===== config.mk =====
export PLATFORM = sky130hd
export DESIGN_NAME = universal_register
export DESIGN_NICKNAME = d
export VERILOG_FILES = /design/src/rtl/universal_register.sv
export SDC_FILE = /design/constraint.sdc
export NUM_CORES = 1
export LEC_CHECK = 0
export ABC_AREA = 0
export CAP_MARGIN = 15
export CORE_UTILIZATION = 45
export DETAILED_ROUTE_END_ITERATION = 8
export GPL_ROUTABILITY_DRIVEN = 0
export PLACE_DENSITY_LB_ADDON = 0.1
export SLEW_MARGIN = 0
export SYNTH_ARGS = -nofsm -noshare
export SYNTH_HDL_FRONTEND = slang
export SYNTH_SLANG_ARGS = --single-unit

===== constraint.sdc =====
create_clock -name i_clk -period 2.95 [get_ports i_clk]
set_input_delay 0.7375 -clock i_clk [delete_from_list [all_inputs] [get_ports i_clk]]
set_output_delay 0.7375 -clock i_clk [all_outputs]
set_load 0.03 [all_outputs]

===== src/rtl/universal_register.sv =====
// WIDTH-bit register with clear, enable, load, shift, rotate and up/down count.
// Single-cycle update, async active-high reset; outputs decode q only (tc also sees controls).
module universal_register #(
  parameter int               WIDTH   = 8,
  parameter logic [WIDTH-1:0] RST_VAL = '0
) (
  input  logic             i_clk,
  input  logic             i_rst,
  input  logic             i_clr,
  input  logic             i_en,
  input  logic [2:0]       i_mode,
  input  logic [WIDTH-1:0] i_d,
  input  logic             i_ser_lsb,
  input  logic             i_ser_msb,
  output logic [WIDTH-1:0] o_q,
  output logic [WIDTH-1:0] o_qbar,
  output logic             o_so_msb,
  output logic             o_so_lsb,
  output logic             o_tc
);

  typedef enum logic [2:0] {
    M_HOLD = 3'b000,
    M_LOAD = 3'b001,
    M_SHL  = 3'b010,
    M_SHR  = 3'b011,
    M_ROL  = 3'b100,
    M_ROR  = 3'b101,
    M_UP   = 3'b110,
    M_DN   = 3'b111
  } mode_e;

  logic [WIDTH-1:0] r_q;
  logic [WIDTH-1:0] w_next;
  logic             w_all_ones;
  logic             w_zero;
  mode_e            w_mode;

  assign w_mode = mode_e'(i_mode);

  always_comb begin
    w_next = r_q;
    if (i_clr) begin
      w_next = '0;
    end else if (i_en) begin
      case (w_mode)
        M_HOLD:  w_next = r_q;
        M_LOAD:  w_next = i_d;
        M_SHL:   w_next = {r_q[WIDTH-2:0], i_ser_lsb};
        M_SHR:   w_next = {i_ser_msb, r_q[WIDTH-1:1]};
        M_ROL:   w_next = {r_q[WIDTH-2:0], r_q[WIDTH-1]};
        M_ROR:   w_next = {r_q[0], r_q[WIDTH-1:1]};
        M_UP:    w_next = r_q + 1'b1;
        M_DN:    w_next = r_q - 1'b1;
        default: w_next = r_q;
      endcase
    end
  end

  always_ff @(posedge i_clk or posedge i_rst) begin
    if (i_rst) r_q <= RST_VAL;
    else       r_q <= w_next;
  end

  assign w_all_ones = &r_q;
  assign w_zero     = ~|r_q;

  assign o_q      = r_q;
  assign o_qbar   = ~r_q;
  assign o_so_msb = r_q[WIDTH-1];
  assign o_so_lsb = r_q[0];
  // Flags that the coming edge wraps the counter.
  assign o_tc     = i_en & ~i_clr &
                    (((w_mode == M_UP) & w_all_ones) | ((w_mode == M_DN) & w_zero));

endmodule

# Word level (Yosys, flattened, before mapping)
# Cells that the tools add are included.
[totals] word_cells=27 output_inout_bits=19 inputBits=17 reg_bits=8
[classes] reduce_logical=6 n_eq_ne=8 bitwise=7 n_mux=3 n_addsub=2
[ops] op="one-hot mux 8 bit (7 select lines)" n=1
[ops] op="2-to-1 mux 8 bit" n=2
[ops] op="equality test 3 bit (second input constant)" n=4
[ops] op="adder 8 x 1 -> 8 bit (second input constant)" n=1
[ops] op="inverter 8 bit" n=1
[ops] op="AND reduction 8 bit" n=1
[ops] op="OR reduction 8 bit" n=1
[ops] op="subtractor 8 x 1 -> 8 bit (second input constant)" n=1
[ops] op="equality test 3 x 2 -> 1 bit (second input constant)" n=2
[ops] op="AND 1 bit" n=4
[ops] op="equality test 3 x 1 -> 1 bit (second input constant)" n=1
[ops] op="logical NOT 3 bit" n=1
[ops] op="!= test 2 bit (second input constant)" n=1
[ops] op="AND reduction 2 bit" n=1
[ops] op="nonzero test 2 bit" n=1
[ops] op="logical NOT 1 bit" n=1
[ops] op="inverter 1 bit" n=1
[ops] op="OR 1 bit" n=1

# Logic depth before layout (Yosys ltp)
[logic_depth] ltp_word=5 mapped_depth=8 ltp_nobuf=7

# Least setup slack after synthesis
# No wires, ideal clock.
[synth_timing] kind="register to output" from="register r_q[2] (netlist: o_q[2])" to="output o_tc" path_stages_with_launch=6 required_ps=2213 arrival_time_ps=2113 path_slack_ps=99 cell_sequence="dfrtp_1 -> buf_6 -> or4_4 -> nor4_1 -> nand2_1 -> a21oi_1"
[synth_via] elab_chain_cells=5 elab_cells_between_ends=7 classes_between="bitwise: 4; reduce/logical: 3"
[synth_rtl] item="start: declaration" line="33" rtl="logic [WIDTH-1:0] r_q;"
[synth_rtl] item="start signal: assignment" line="62" rtl="else r_q <= w_next;"
[synth_rtl] item="OR reduction 8 bit" line="66" rtl="assign w_zero = ~|r_q;"
[synth_rtl] item="logical NOT 1 bit" line="66"
[synth_rtl] item="AND 1 bit" line="74" rtl="(((w_mode == M_UP) & w_all_ones) | ((w_mode == M_DN) & w_zero));"
[synth_rtl] item="OR 1 bit *" line="74"
[synth_rtl] item="AND 1 bit *" line="73" rtl="assign o_tc = i_en & ~i_clr &"
[synth_rtl] item="end: declaration" line="19" rtl="output logic o_tc"
# Mark *: on every way between the ends. The rest lies on a longest branch, timed or not.

# Final worst setup path
[layout_timing] from="input i_mode[2]" to="output o_tc"
[layout_via] elab_chain_cells=4 elab_cells_between_ends=6 classes_between="eq/ne: 2; bitwise: 4"
[layout_rtl] item="start: declaration" line="11" rtl="input logic [2:0] i_mode,"
[layout_rtl] item="equality test 3 bit" line="74"
[layout_rtl] item="AND 1 bit" line="74"
[layout_rtl] item="OR 1 bit *" line="74"
[layout_rtl] item="AND 1 bit *" line="73"
# Marks and branches as above.

==> impl_table.tex <==
\begin{tabular}{lr}
\hline
Metric & Value \\
\hline
\multicolumn{2}{l}{\textbf{CTS}} \\
Clk\_lat worst skew & 260 ps \\
Clock-pin slew on the worst setup and hold paths & 50 ps \\
Postcts setup bufs & 0 \\
Clock tree from TritonCTS & done \\
Maximum buffer depth of the clock tree & 2 \\
Root Buffer Master & sky130\_fd\_sc\_hd\_\_clkbuf\_4 \\
Maximum level of the CTS H-tree & 1 \\
Number of sinks driven by the clock tree & 8 \\
Number of CTS-inserted buffers & 3 \\
\multicolumn{2}{l}{\textbf{Die}} \\
Y dimension of the die & 49.0 µm \\
Width of the die & 49.0 µm \\
Num ports & 36 \\
Area of the core region & $\sim$0.0020 mm² \\
Initial cell density of the core & 49.3\% \\
Core Rows & 16 \\
DIE AREA & 0.00241 mm² \\
\multicolumn{2}{l}{\textbf{STA}} \\
Worst clock skew & roughly 4.6 ps \\
Max transition margin & between 60\% and 70\% \\
Final-report max-slew violation count & 0 \\
F\_max & 0.351 GHz \\
Final period utilization & approximately 97\% \\
Minimum clock period & between 2000 and 3000 ps \\
Slew at the pin closest to its max-slew limit & about 540 ps \\
Setup Total Neg Slack & 0 ps \\
Final setup violation count & 0 \\
Final-report hold violation count & 0 \\
RSZ-0062 raised after global routing & no \\
\multicolumn{2}{l}{\textbf{Synth}} \\
Total number of yosys warnings & 0 \\
Cell Area, Synth & $\sim$1000 µm² \\
Top cells by instance count after synthesis & 10 x sky130\_fd\_sc\_hd\_\_nand2\_1, 9 x sky130\_fd\_sc\_hd\_\_inv\_1, 9 x sky130\_fd\_sc\_hd\_\_o21ai\_0 \\
Most numerous cell in the Yosys netlist & sky130\_fd\_sc\_hd\_\_nand2\_1 \\
Synthesized instance count & 133 \\
Fraction of registers with async set/reset & 100\% \\
Sequential-to-total area share from yosys stat & 20.1\% \\
Yosys top cell by area & sky130\_fd\_sc\_hd\_\_dfrtp\_1 \\
Top area cells in the synthesized netlist & sky130\_fd\_sc\_hd\_\_dfrtp\_1 20\%, sky130\_fd\_sc\_hd\_\_mux2i\_1 8.0\%, sky130\_fd\_sc\_hd\_\_o21ai\_0 4.5\% \\
Number of synthesized flops with an enable pin & 0 \\
Most used flip-flop cell after synthesis & sky130\_fd\_sc\_hd\_\_dfrtp\_1 \\
Area share of the leading cell type in the synthesized netlist & 20.1\% \\
Synthesis-stage register bit count & 8 \\
Number of distinct library cells after synthesis & 44 \\
Syn Nets & 151 \\
Synthesized area per cell & 7.49 µm² \\
\multicolumn{2}{l}{\textbf{Finish}} \\
Final cell area excluding filler cells & between 0.001 and 0.0015 mm² \\
Diode count & 0 \\
Non-filler cells, final & between 150 and 200 \\
Share of final-layout standard cells stronger than drive strength 1 & 13.0\% \\
Largest register FFs & 8 \\
Synthesis-to-layout area growth & 42.0\% \\
Number of nets in the final layout & 189 \\
\multicolumn{2}{l}{\textbf{Global route}} \\
Largest net degree at the start of global routing & 23 \\
Vias in the first global route & 1091 \\
GRT Overall Usage & 26.3\% \\
Aggregate global routing overflow & 0 \\
Wire length of the first global-routing pass & 4890 µm \\
Antenna violations before repair & 0 \\
\multicolumn{2}{l}{\textbf{Hold path}} \\
Class of the most critical hold timing path & flop to flop \\
Worst hold endpoint & o\_q[3]\$\_DFFE\_PP0P\_ \\
Hold Path Cell Cnt & 3 \\
Hold wc startpoint & o\_q[3]\$\_DFFE\_PP0P\_ \\
\multicolumn{2}{l}{\textbf{Routing}} \\
Number of design rule violations left after detail routing & 0 \\
Drt first-iter violations & 52 \\
Routed vias & 1210 \\
Final Routed Wirelength & 2940 µm \\
Routed Antenna Nets & 0 \\
Routed WL per cell & 15.0 µm \\
Count of TritonRoute iterations in the first routing pass & 4 \\
Mean number of vias per cell & between 6 and 7 \\
\multicolumn{2}{l}{\textbf{Setup path}} \\
Cell type with the highest occurrence count on the critical path & sky130\_fd\_sc\_hd\_\_buf\_4 \\
Type of the worst setup path & input port to output pin \\
Kind of end point of the critical path & output pin \\
Critical Path Start Type & input port \\
Cell depth of the worst flop-to-flop path & 5 \\
Startpoint of the most critical register-to-register path & o\_q[0]\$\_DFFE\_PP0P\_ \\
Highest net fanout along the worst path & 22 \\
Max stage delay cell, worst path & sky130\_fd\_sc\_hd\_\_clkdlybuf4s50\_1 \\
Cell-by-cell trace of the critical path & clkdlybuf4s50\_1 > buf\_4 > nand2\_1 > nor2\_1 > nand4\_1 > a21oi\_1 > buf\_4 \\
RR Endpoint & o\_q[3]\$\_DFFE\_PP0P\_ \\
Peak per-stage delay on the critical path & 490 ps \\
Origin of the worst setup path & i\_mode[2] \\
Arrival time at the worst endpoint & 2110 ps \\
Worst EP required & 2210 ps \\
R2r setup slk & 1090 ps \\
\multicolumn{2}{l}{\textbf{Status}} \\
Outcome & complete, no violations \\
\multicolumn{2}{l}{\textbf{Placed design}} \\
Number of cells in the design after placement & 193 \\
Detailed-placement wirelength estimate & 2120 µm \\
Port Buf Inserts & 35 \\
Post-Place Cell Area & 0.00139 mm² \\
\multicolumn{2}{l}{\textbf{Power}} \\
Worst ir drop on vdd & 0.162 mV \\
Total design power & 0.432 mW \\
Power per standard cell area & 305 mW/mm² \\
Leakage power & 0.552 nW \\
\multicolumn{2}{l}{\textbf{Flow run}} \\
Maximum capacitance violations & 0 \\
\hline
\end{tabular}
## worst max-delay path, delay by kind of cell
family                 cells  cell delay [ps]
AO/OA/AOI/OAI              1              160
buffers and inverters      3              900
AND/OR/NAND/NOR            3              300
## worst max path at each step
| stage | cells after the start | endpoint | slack [ps] |
|---|---|---|---|
| 4_1_cts | 6 | o_tc | 50 |
| 5_1_grt | 6 | o_tc | 10 |
| 6_report | 7 | o_tc | 100 |
| 2_1_floorplan | 5 | o_tc | 100 |
| 3_5_place_dp | 6 | o_tc | 50 |
| 3_3_place_gp | 6 | o_tc | 120 |
## kinds of logic (layout without fill, tap and decap cells)
group                      after synthesis  after routing  share of synthesized area (%)
and+or+nand+nor                         55             55                           32.2
AOI/OAI and AO/OA                       37             37                           25.5
buffers and inverters                   21             57                           10.2
xor gates and xnor gates                 2              2                           1.76
muxes                                    8              8                           8.04
DFF                                      8              8                           20.1
adders and majority gates                2              2                           2.26
## cell usage in the layout (no fill, tap or decap), types with 6 or more instances in the layout
cell | netlist | routed
sky130_fd_sc_hd__mux2i_1 | 8 | 8
sky130_fd_sc_hd__nor2b_1 | 6 | 6
sky130_fd_sc_hd__inv_1 | 9 | 9
sky130_fd_sc_hd__nor2_1 | 8 | 8
sky130_fd_sc_hd__o21ai_0 | 9 | 9
sky130_fd_sc_hd__clkdlybuf4s50_1 | 0 | 34
sky130_fd_sc_hd__nand2_1 | 10 | 10
sky130_fd_sc_hd__a21oi_1 | 6 | 6
sky130_fd_sc_hd__dfrtp_1 | 8 | 8
sky130_fd_sc_hd__buf_4 | 3 | 11
## what timing repair did
item | in CTS | in global routing
endpoints found under the setup margin | 0 | 1
hold buffers | 0 | 0
gates resized for setup | 0 | 1
## metal layers
layer | track usage, % | routed length (µm) | share of wire [%] | up-vias
li1 | - | - | - | 568
met1 | 34.0 | 1150 | 39 | 564
met2 | 42.4 | 1450 | 49 | 69
met3 | 2.49 | 257 | 8.7 | 9
met4 | 15.2 | 87 | 3.0 | 0
met5 | 0 | 0 | 0 | -
## layout make-up
| cell class | count | area [µm²] |
|---|---|---|
| Tap cell | 27 | 33.8 |
| Sequential cell | 8 | 200 |
| Clock buffer | 3 | 22.5 |
| Fill cell | 175 | 608 |
| Inverter | 9 | 33.8 |
| Timing Repair Buffer | 45 | 423 |
| Multi-Input combinational cell | 104 | 701 |
## power by group
part / leakage, nW / internal [mW] / switching [mW] / total [mW]
registers: 0.108 / 0.118 / 0.0123 / 0.130
logic: 0.430 / 0.0994 / 0.117 / 0.217
clock network: 0.0138 / 0.0466 / 0.0383 / 0.0849
## stage by stage
| stage | worst slack [ps] | hold slack (ps) | utilization (%) |
|---|---|---|---|
| after floorplan | 99.4 | 553 | - |
| after global placement | 121 | 686 | 68.5 |
| after detailed placement | 52.6 | 688 | 68.5 |
| after CTS | 53.0 | 711 | 69.6 |
| after global routing | 12.9 | 760 | 69.9 |
| final | 102 | 708 | 69.9 |
Note: power is estimated with default switching activity, not from simulation.
